==> src/rtl/psychic5_video_pkg.sv <==
// psychic5_video_pkg: shared raster geometry constants, RGB word type and range helper
package psychic5_video_pkg;
  localparam logic [8:0] H_MIN       = 9'd128;
  localparam logic [8:0] H_MAX       = 9'd511;
  localparam logic [8:0] V_MIN       = 9'd248;
  localparam logic [8:0] V_MAX       = 9'd511;
  localparam logic [8:0] HACT_START  = 9'd269;
  localparam logic [8:0] HACT_END    = 9'd140;
  localparam logic [8:0] VACT_FIRST  = 9'd272;
  localparam logic [8:0] VACT_LAST   = 9'd495;
  localparam logic [8:0] HSYNC_START = 9'd176;
  localparam logic [8:0] HSYNC_END   = 9'd207;
  localparam logic [8:0] VSYNC_START = 9'd504;
  localparam logic [8:0] VSYNC_END   = 9'd511;
  typedef logic [11:0] rgb12;
  function automatic logic in_rng(input logic [8:0] x, input logic [8:0] lo, input logic [8:0] hi);
    return (x >= lo) && (x <= hi);
  endfunction
endpackage

==> src/rtl/psychic5_video_timing_if.sv <==
// psychic5_video_timing_if: pixel-enable, palette input and raster/video outputs (i_TESTPAT under PSYCHIC5_VTIMING_TESTPATTERN_EN)
interface psychic5_video_timing_if;
  import psychic5_video_pkg::*;
  logic       i_EMU_CLK6MPCEN_n;
  rgb12       i_PALETTE_DATA;
`ifdef PSYCHIC5_VTIMING_TESTPATTERN_EN
  logic       i_TESTPAT;
`endif
  logic [8:0] o_HCOUNTER;
  logic [8:0] o_VCOUNTER;
  logic       o_HBLANK_n;
  logic       o_VBLANK_n;
  logic       o_HSYNC_n;
  logic       o_VSYNC_n;
  logic       o_FRAME_START;
  rgb12       o_VIDEODATA;
  modport master (
    output i_EMU_CLK6MPCEN_n, i_PALETTE_DATA,
`ifdef PSYCHIC5_VTIMING_TESTPATTERN_EN
    i_TESTPAT,
`endif
    input o_HCOUNTER, o_VCOUNTER, o_HBLANK_n, o_VBLANK_n, o_HSYNC_n, o_VSYNC_n, o_FRAME_START, o_VIDEODATA
  );
  modport slave (
    input i_EMU_CLK6MPCEN_n, i_PALETTE_DATA,
`ifdef PSYCHIC5_VTIMING_TESTPATTERN_EN
    i_TESTPAT,
`endif
    output o_HCOUNTER, o_VCOUNTER, o_HBLANK_n, o_VBLANK_n, o_HSYNC_n, o_VSYNC_n, o_FRAME_START, o_VIDEODATA
  );
endinterface

==> src/rtl/psychic5_video_outreg.sv <==
// psychic5_video_outreg: blank-masked RGB output register with optional test pattern (PSYCHIC5_VTIMING_TESTPATTERN_EN)
module psychic5_video_outreg
  import psychic5_video_pkg::*;
(
  input  logic       clk_i,
  input  logic       rst_n_i,
  input  logic       ce_i,
  input  logic       act_i,
  input  rgb12       pal_i,
`ifdef PSYCHIC5_VTIMING_TESTPATTERN_EN
  input  logic       tp_i,
  input  logic [3:0] hn_i,
  input  logic [3:0] vn_i,
`endif
  output rgb12       vid_o
);
  rgb12 vid_d;
  rgb12 vid_q;
`ifdef PSYCHIC5_VTIMING_TESTPATTERN_EN
  // pixel for the upcoming position: pattern or palette, black when blanked
  always_comb vid_d = act_i ? (tp_i ? {hn_i, hn_i, vn_i} : pal_i) : '0;
`else
  // pixel for the upcoming position: palette, black when blanked
  always_comb vid_d = act_i ? pal_i : '0;
`endif
  // latch on pixel-enable so data stays aligned with the counters
  always_ff @(posedge clk_i or negedge rst_n_i)
    if (!rst_n_i) vid_q <= '0;
    else if (ce_i) vid_q <= vid_d;
  assign vid_o = vid_q;
endmodule

==> src/rtl/psychic5_video_timing.sv <==
// psychic5_video_timing: H/V counters, blanking, syncs, frame start and RGB output (optional PSYCHIC5_VTIMING_TESTPATTERN_EN)
module psychic5_video_timing
  import psychic5_video_pkg::*;
(
  input logic i_EMU_MCLK,
  input logic i_EMU_INITRST_n,
  psychic5_video_timing_if.slave vif
);
  logic [8:0] h_q, h_d, v_q, v_d;
  logic hbl_q, hbl_d, vact_q, vact_d, hs_q, hs_d, vs_q, vs_d, fs_q, fs_d;
  logic ce;
  assign ce = !vif.i_EMU_CLK6MPCEN_n;
  // next raster position and the strobes that must accompany it
  always_comb begin
    h_d    = (h_q == H_MAX) ? H_MIN : h_q + 9'd1;
    v_d    = (h_q != H_MAX) ? v_q : (v_q == V_MAX) ? V_MIN : v_q + 9'd1;
    vact_d = (h_d == HACT_START) ? in_rng(v_d, VACT_FIRST, VACT_LAST) : vact_q;
    hbl_d  = (h_d >= HACT_START) || (h_d <= HACT_END);
    hs_d   = !in_rng(h_d, HSYNC_START, HSYNC_END);
    vs_d   = v_d < VSYNC_START;
    fs_d   = (h_d == HACT_START) && (v_d == VACT_FIRST);
  end
  // raster state advances only on pixel-enable
  always_ff @(posedge i_EMU_MCLK or negedge i_EMU_INITRST_n)
    if (!i_EMU_INITRST_n) begin
      h_q    <= H_MIN;
      v_q    <= V_MIN;
      hbl_q  <= 1'b0;
      vact_q <= 1'b0;
      hs_q   <= 1'b1;
      vs_q   <= 1'b1;
      fs_q   <= 1'b0;
    end else if (ce) begin
      h_q    <= h_d;
      v_q    <= v_d;
      hbl_q  <= hbl_d;
      vact_q <= vact_d;
      hs_q   <= hs_d;
      vs_q   <= vs_d;
      fs_q   <= fs_d;
    end
  psychic5_video_outreg u_outreg (
    .clk_i   (i_EMU_MCLK),
    .rst_n_i (i_EMU_INITRST_n),
    .ce_i    (ce),
    .act_i   (hbl_d & vact_d),
    .pal_i   (vif.i_PALETTE_DATA),
`ifdef PSYCHIC5_VTIMING_TESTPATTERN_EN
    .tp_i    (vif.i_TESTPAT),
    .hn_i    (h_d[7:4]),
    .vn_i    (v_d[7:4]),
`endif
    .vid_o   (vif.o_VIDEODATA)
  );
  assign vif.o_HCOUNTER    = h_q;
  assign vif.o_VCOUNTER    = v_q;
  assign vif.o_HBLANK_n    = hbl_q;
  assign vif.o_VBLANK_n    = vact_q;
  assign vif.o_HSYNC_n     = hs_q;
  assign vif.o_VSYNC_n     = vs_q;
  assign vif.o_FRAME_START = fs_q;
endmodule
==> src/flat_wrapper.sv <==
// flat-port wrapper written by rule: the top's interface ports become plain ports
module psychic5_video_timing_flat import psychic5_video_pkg::*;
  (i_EMU_MCLK, i_EMU_INITRST_n, vif_i_EMU_CLK6MPCEN_n, vif_i_PALETTE_DATA, vif_o_HCOUNTER, vif_o_VCOUNTER, vif_o_HBLANK_n, vif_o_VBLANK_n, vif_o_HSYNC_n, vif_o_VSYNC_n, vif_o_FRAME_START, vif_o_VIDEODATA);
  psychic5_video_timing_if vif_i ();
  input logic i_EMU_MCLK;
  input logic i_EMU_INITRST_n;
  input wire logic [$bits(vif_i.i_EMU_CLK6MPCEN_n)-1:0] vif_i_EMU_CLK6MPCEN_n;
  input wire logic [$bits(vif_i.i_PALETTE_DATA)-1:0] vif_i_PALETTE_DATA;
  output wire logic [$bits(vif_i.o_HCOUNTER)-1:0] vif_o_HCOUNTER;
  output wire logic [$bits(vif_i.o_VCOUNTER)-1:0] vif_o_VCOUNTER;
  output wire logic [$bits(vif_i.o_HBLANK_n)-1:0] vif_o_HBLANK_n;
  output wire logic [$bits(vif_i.o_VBLANK_n)-1:0] vif_o_VBLANK_n;
  output wire logic [$bits(vif_i.o_HSYNC_n)-1:0] vif_o_HSYNC_n;
  output wire logic [$bits(vif_i.o_VSYNC_n)-1:0] vif_o_VSYNC_n;
  output wire logic [$bits(vif_i.o_FRAME_START)-1:0] vif_o_FRAME_START;
  output wire logic [$bits(vif_i.o_VIDEODATA)-1:0] vif_o_VIDEODATA;
  assign vif_i.i_EMU_CLK6MPCEN_n = vif_i_EMU_CLK6MPCEN_n;
  assign vif_i.i_PALETTE_DATA = vif_i_PALETTE_DATA;
  assign vif_o_HCOUNTER = vif_i.o_HCOUNTER;
  assign vif_o_VCOUNTER = vif_i.o_VCOUNTER;
  assign vif_o_HBLANK_n = vif_i.o_HBLANK_n;
  assign vif_o_VBLANK_n = vif_i.o_VBLANK_n;
  assign vif_o_HSYNC_n = vif_i.o_HSYNC_n;
  assign vif_o_VSYNC_n = vif_i.o_VSYNC_n;
  assign vif_o_FRAME_START = vif_i.o_FRAME_START;
  assign vif_o_VIDEODATA = vif_i.o_VIDEODATA;
  psychic5_video_timing u_core (.i_EMU_MCLK(i_EMU_MCLK), .i_EMU_INITRST_n(i_EMU_INITRST_n), .vif(vif_i));
endmodule
==> config.mk <==
export PLATFORM = sky130hd
export DESIGN_NAME = psychic5_video_timing_flat
export DESIGN_NICKNAME = d
export VERILOG_FILES = /design/src/rtl/psychic5_video_pkg.sv /design/src/rtl/psychic5_video_timing_if.sv /design/src/rtl/psychic5_video_outreg.sv /design/src/rtl/psychic5_video_timing.sv /design/src/flat_wrapper.sv
export SDC_FILE = /design/constraint.sdc
export NUM_CORES = 1
export LEC_CHECK = 0
export CAP_MARGIN = 15
export CORE_MARGIN = 5
export CORE_UTILIZATION = 55
export DETAILED_ROUTE_END_ITERATION = 12
export GPL_TIMING_DRIVEN = 0
export PLACE_DENSITY_LB_ADDON = 0.25
export REMOVE_ABC_BUFFERS = 1
export SYNTH_ARGS = -nofsm -noshare
export SYNTH_HDL_FRONTEND = slang
export SYNTH_SLANG_ARGS = --single-unit
==> constraint.sdc <==
create_clock -name i_EMU_MCLK -period 7.3 [get_ports i_EMU_MCLK]
set_input_delay 1.46 -clock i_EMU_MCLK [delete_from_list [all_inputs] [get_ports i_EMU_MCLK]]
set_output_delay 1.46 -clock i_EMU_MCLK [all_outputs]
set_load 0.1 [all_outputs]
==> reports/metrics.yaml, run 1 <==
clkSinkCount: 35
grt_pass1_wl_um: 10120
synth_flop_cell: "dfrtp_1"
post_cts_resized: 0
wl_um: 5796
drive_gt1_frac: 0.1407
antenna_found_initial: 0
holdBufCountCts: 0
path_max_fanout: 29
layout_min_cycle_time_ns: 4.354
io_buffers: 49
clk_pin_slew_ns: 0.07
cp-start-kind: "register"
initial_core_util: 0.5720
fmax_mhz: 229.7
netlist_top_cells_count: "nand2_1 (41), dfrtp_1 (27), nor2_1 (24)"
seq_area_frac_synth: 0.3508
peakVddDrop_mv: 0.4861
hp-start: "u_core.vif.o_VSYNC_n"
grtUsageTotal: 0.2009
syn_area_per_cell_um2: 8.530
clk_latency_ns: 0.29
io_pins: 50
hold-worst-slack_ns: 0.4639
fp.dieW_um: 77.76
leakage_nw: 1.302
cts-root-buf: "clkbuf_8"
num-fill-cells: 368
cpMostUsedCell: "ha_1"
synth_most_common_cell: "nand2_1"
r2r_start: "u_core.vif.o_HCOUNTER[0]"
pwr-share-clk: 0.142
grt_max_degree: 44
ys_ff_latch: 35
yosysWarnings: 0
n_antenna_cell: 0
syn2layout_area_growth_pct: 19.97
run_status: "completed"
ff2ff_path_depth: 12
syn-instance-count: 296
wl_per_cell_um: 15.29
finClkSkew_ns: 0.009110
cts_tree: "yes"
min_period_over_period: 0.5965
power_switching_mw: 0.5626
coreArea_um2: 4414
rows: 24
postSynth.asyncResetShare: 1.000
finalHoldViolations: 0
ff_latch_area_um2: 885.9
ys_types: 59
synth-edff-count: 0
worst_path_max_delay_cell: "ha_1"
rsz0062_at_grt: "no"
die_h_um: 77.76
dr.first_iter.drc_count: 228
h-tree-depth: 2
whs_path_depth: 2
dr_total_vias: 2245
ys_top_cells_by_area: "dfrtp_1 (27%), dfstp_2 (8.3%), o41ai_2 (6.4%), nand2_1 (6.1%), a21oi_1 (3.6%)"
worstPathArrival_ns: 4.52
critPathKind: "register to register"
cp.depth: 12
die_area_um2: 6046
switching_share: 0.5421
path_cells: "ha_1 > and3_1 > nand3_1 > nor2_1 > ha_1 > and4bb_2 > inv_1 > and2_1 > o31ai_1 > a22oi_1 > buf_6 > o41ai_1"
syn_area_um2: 2525
post-route-drc-count: 0
cts.path.max_buffers: 2
cp_top_family: "adder cells"
viasPerCell: 5.923
final_nets: 347
max_cap_viol_count: 0
detailedPlace.worstSlack_ns: 2.953
multi_input_area_um2: 1393
cts_setup_buffers: 0
setup_viol: 0
crit_required_ns: 7.47
synth_top_area_cell: "dfrtp_1"
globalplace.congestion: 0.9135
first_global_vias: 2111
cts_buffers: 5
tightest_slew_ns: 1.009
synth_top_cell_area_share: 0.2676
startpoint: "u_core.vif.o_HCOUNTER[0]"
dp_hpwl_um: 4023
overflow: 0
crit_buf_inv: 2
end_kind: "register"
maxSlewHeadroom: 0.3271
hold_class: "register to register"
fin_setup_tns_ns: 0
antenna_left: 0
seqPwrFrac: 0.307
combPwrFrac: 0.551
worst_slack_ns: 2.946
crit_path_max_incr_delay_ns: 0.84
power_density_nw_per_um2: 342.6
drv_slew: 0
drtPass1Iterations: 4
p_int_mw: 0.4753
## power by group through the flow
stage                     Clock, mW  Combinational, mW  Sequential, mW
after floorplan                   0              0.219           0.519
after global placement            0              0.550           0.316
final                         0.147              0.572           0.319
after detailed placement          0              0.570           0.319
after CTS                     0.149              0.572           0.317
after global routing          0.158              0.611           0.329
## flip-flops by register name, summed over array words and instances, names as in the netlist
signal,flops
u_core.vif.o_FRAME_START,1
u_core.vif.o_HSYNC_n,1
u_core.vif.o_HBLANK_n,1
u_core.u_outreg.vid_o,12
u_core.vif.o_VSYNC_n,1
u_core.vif.o_VBLANK_n,1
u_core.vif.o_HCOUNTER,9
u_core.vif.o_VCOUNTER,9
## placed cells by master (no fill, tap or decap), types with 2 or more instances in the layout
master           synthesis  routed
and2_1                   2       2
o41ai_1                  3       3
o22ai_1                  2       2
nand4_1                  3       3
o41ai_2                 10      10
nand3_1                 13      13
a21o_1                   2       2
and3_1                   2       2
nand2_1                 41      41
inv_1                   22      22
clkdlybuf4s50_1          0      47
ha_1                     6       6
buf_2                    5       2
dfrtp_1                 27      27
nor3_1                  11      11
mux2i_1                  3       3
nor2_1                  24      24
or2_2                    2       2
dfstp_2                  8       8
or3_1                    3       3
a22oi_1                  2       2
a32oi_1                  2       2
a31oi_1                  5       5
o211ai_1                 3       3
o21ai_0                 14      14
mux2_2                   6       6
clkbuf_8                 0       6
xnor2_1                  4       4
nor2b_1                  4       4
a21oi_1                 18      18
## final timing paths
| path | slack [ns] | end |
|---|---|---|
| min reg2reg | 0.46 | u_core.vif.o_VSYNC_n |
| min in group asynchronous | 1.25 | u_core.u_outreg.vid_o[6] |
| max in group asynchronous | 5.54 | u_core.u_outreg.vid_o[2] |
| max | 2.95 | u_core.u_outreg.vid_o[1] |
| min | 0.46 | u_core.vif.o_VSYNC_n |
| max reg2reg | 2.95 | u_core.u_outreg.vid_o[1] |
## metrics by stage
stage / cell area [µm²] / instances / total power [mW] / util
6_report: 3029 / 379 / 1.038 / 0.6862
5_1_grt: 3029 / 379 / 1.099 / 0.6862
2_1_floorplan: 2361 / 268 / 0.7377 / -
3_3_place_gp: 2917 / 369 / 0.8660 / 0.6607
3_5_place_dp: 2938 / 371 / 0.8892 / 0.6655
4_1_cts: 3029 / 379 / 1.038 / 0.6862
## kinds of logic after synthesis
group                    synth area share
AO/OA/AOI/OAI                      0.2294
buffers and inverters             0.09761
XOR/XNOR                          0.01387
adder cells (fa/ha/maj)           0.02973
AND/OR/NAND/NOR                    0.2309
multiplexers                      0.04757
flip-flops                         0.3508
## routing by layer
metal / vias up / global-route usage / routed length (µm)
met2: 67 / 0.3005 / 2638
li1: 1101 / - / -
met3: 5 / 0.05556 / 411
met5: - / 0 / 0
met4: 0 / 0.04639 / 64
met1: 1072 / 0.2890 / 2682
## worst reg2reg max path: stages (launching register included)
cell      delay [ns]
dfrtp_1         0.61
ha_1            0.43
and3_1          0.35
nand3_1         0.17
nor2_1          0.17
ha_1            0.84
and4bb_2        0.31
inv_1           0.06
and2_1          0.19
o31ai_1         0.10
a22oi_1         0.67
buf_6           0.24
o41ai_1         0.08
## final cells by class
cell class / instances / share of cell area
Multi-Input combinational cell: 211 / 0.4597
Timing Repair Buffer: 51 / 0.1689
Tap cell: 52 / 0.02148
Clock inverter: 1 / 0.001652
Clock buffer: 7 / 0.02850
Sequential cell: 35 / 0.2924
Inverter: 22 / 0.02726
Power figures use the tool's default switching activity.
==> run 2, diff against run 1 <==
--- a/config.mk
+++ b/config.mk
@@ -7,7 +7,7 @@
 export LEC_CHECK = 0
 export CAP_MARGIN = 15
 export CORE_MARGIN = 5
-export CORE_UTILIZATION = 55
+export CORE_UTILIZATION = 52
 export DETAILED_ROUTE_END_ITERATION = 12
 export GPL_TIMING_DRIVEN = 0
 export PLACE_DENSITY_LB_ADDON = 0.25
==> constraint.sdc (replaced) <==
create_clock -name i_EMU_MCLK -period 4.15 [get_ports i_EMU_MCLK]
set_input_delay 0.83 -clock i_EMU_MCLK [delete_from_list [all_inputs] [get_ports i_EMU_MCLK]]
set_output_delay 0.83 -clock i_EMU_MCLK [all_outputs]
set_load 0.1 [all_outputs]
==> reports/metrics.yaml, run 2 (synthesis gave the netlist of run 1 again) <==
drive_gt1_frac: 0.1437  # +0.003058
maxSlewHeadroom: 0.3389  # +0.01177
cp-start-kind: "register"
holdBufCountCts: 0  # unchanged
n_antenna_cell: 0  # unchanged
seqPwrFrac: 0.310  # +0.003
wl_per_cell_um: 14.48  # -5.3%
cts-root-buf: "clkbuf_8"
drtPass1Iterations: 4  # unchanged
max_cap_viol_count: 0  # unchanged
globalplace.congestion: 0.8612  # -5.7%
peakVddDrop_mv: 0.7128  # +47%
hold-worst-slack_ns: 0.4691  # +0.005269 ns
startpoint: "u_core.vif.o_HCOUNTER[0]"
post_cts_resized: 1  # +1
syn2layout_area_growth_pct: 21.31
wl_um: 5707  # -1.5%
largest_reg_flops: 12  # unchanged
viasPerCell: 5.670  # -4.3%
io_buffers: 49  # unchanged
clk_pin_slew_ns: 0.07  # about the same
tightest_slew_ns: 0.9885  # -0.02075 ns
grt_max_degree: 36  # -18%
die_area_um2: 6349  # +5.0%
initial_core_util: 0.5346  # -0.03743
io_pins: 50  # unchanged
hp-start: "u_core.vif.o_VSYNC_n"
critPathKind: "register to register"
clk_latency_ns: 0.29  # about the same
antenna_found_initial: 0  # unchanged
combPwrFrac: 0.559  # +0.008
final_common_cell: "clkdlybuf4s50_1"
p_int_mw: 0.8324  # +75%
h-tree-depth: 2  # unchanged
fmax_mhz: 262.5  # +14%
rows: 25  # +4.2%
worstPathArrival_ns: 3.98  # -0.54 ns
power_density_nw_per_um2: 595.2  # +74%
cts_setup_buffers: 0  # unchanged
layout_min_cycle_time_ns: 3.809  # -0.5451 ns
cts_buffers: 5  # unchanged
finClkSkew_ns: 0.005935  # -0.003174 ns
rsz0062_at_grt: "no"
first_global_vias: 2149  # +1.8%
setup_viol: 0  # unchanged
grt_pass1_wl_um: 9811  # -3.1%
path_max_fanout: 29  # unchanged
switching_share: 0.5434  # +0.001339
clkSinkCount: 35  # unchanged
drv_slew: 0  # unchanged
power_switching_mw: 0.9907  # +76%
r2r_start: "u_core.vif.o_HCOUNTER[0]"
finalHoldViolations: 0  # unchanged
crit_required_ns: 4.32  # -3.15 ns
finalInstanceArea_um2: 3063  # +1.1%
overflow: 0  # unchanged
min_period_over_period: 0.9178  # +0.3214
final_nets: 347  # unchanged
dp_hpwl_um: 3929  # -2.3%
post-route-drc-count: 0  # unchanged
antenna_left: 0  # unchanged
final_cell_mix: "clkdlybuf4s50_1 (47), nand2_1 (41), dfrtp_1 (27)"
cts.path.max_buffers: 2  # unchanged
cts_tree: "yes"
grtUsageTotal: 0.1930  # -0.007904
coreArea_um2: 4723  # +7.0%
pwr-share-clk: 0.131  # -0.011
end_kind: "register"
placed_cell_area_um2: 2964  # +0.89%
leakage_nw: 1.297  # -0.34%
die_h_um: 79.68  # +2.5%
run_status: "completed"
hold_class: "register to register"
dr_total_vias: 2234  # -0.49%
fp.dieW_um: 79.68  # +2.5%
dr.first_iter.drc_count: 200  # -12%
[run 2: cell counts in the layout (fill, tap and decap cells not counted)]
No cell type changed its count.
[run 2: area by class of cell]
class,instances,area [µm²]
Fill cell,393,1660
Multi-Input combinational cell,211,1410
Sequential cell,35,885.9
Timing Repair Buffer,51,519.2
Tap cell,67,83.83
Inverter,22,82.58
Clock buffer,7,76.32
Clock inverter,1,5.005
[run 2: layer usage]
metal,vias to the layer above,share of wire,GRT usage,wire length (µm)
met5,-,0,0,0
met4,0,0.0037,0.05498,21
met3,2,0.064,0.05756,365
met2,65,0.48,0.3122,2733
met1,1066,0.45,0.2491,2587
li1,1101,-,-,-
[run 2: power by group through the flow]
stage / clock [mW] / sequential (mW) / combinational (mW)
2_1_floorplan: 0 / 0.913 / 0.385
3_3_place_gp: 0 / 0.559 / 0.966
3_5_place_dp: 0 / 0.561 / 1.00
4_1_cts: 0.250 / 0.557 / 1.01
5_1_grt: 0.266 / 0.579 / 1.09
6_report: 0.238 / 0.565 / 1.02
[run 2: critical path, cell delays in order, from the launching register on]
cell and delay, ns:
dfrtp_1 0.61, ha_1 0.44, and3_1 0.33, nand3_1 0.16, nor2_1 0.23, ha_4 0.35, nor2b_1 0.35, a21oi_1 0.12
nor3_1 0.47, mux2i_4 0.28, o41ai_1 0.33
[run 2: worst paths after layout]
path	end	slack (ns)	depth (start not counted)
setup / recovery	u_core.u_outreg.vid_o[0]	0.34	10
hold / removal	u_core.vif.o_VSYNC_n	0.47	2
setup reg to reg	u_core.u_outreg.vid_o[0]	0.34	10
hold reg to reg	u_core.vif.o_VSYNC_n	0.47	2
max in group asynchronous	u_core.u_outreg.vid_o[3]	3.04	1
min in group asynchronous	u_core.vif.o_HCOUNTER[6]	0.62	1
[run 2: metrics by stage]
stage                     setup TNS, ns  utilization  power [mW]  std cells  setup WS, ns
after floorplan                  -4.203            -       1.298        268       -0.3461
after global placement           -6.390       0.6215       1.525        384       -0.5145
after detailed placement         -2.042       0.6276       1.566        386       -0.2441
after CTS                             0       0.6453       1.814        394       0.02390
after global routing                  0       0.6485       1.935        394       0.04703
final                                 0       0.6485       1.823        394        0.3410
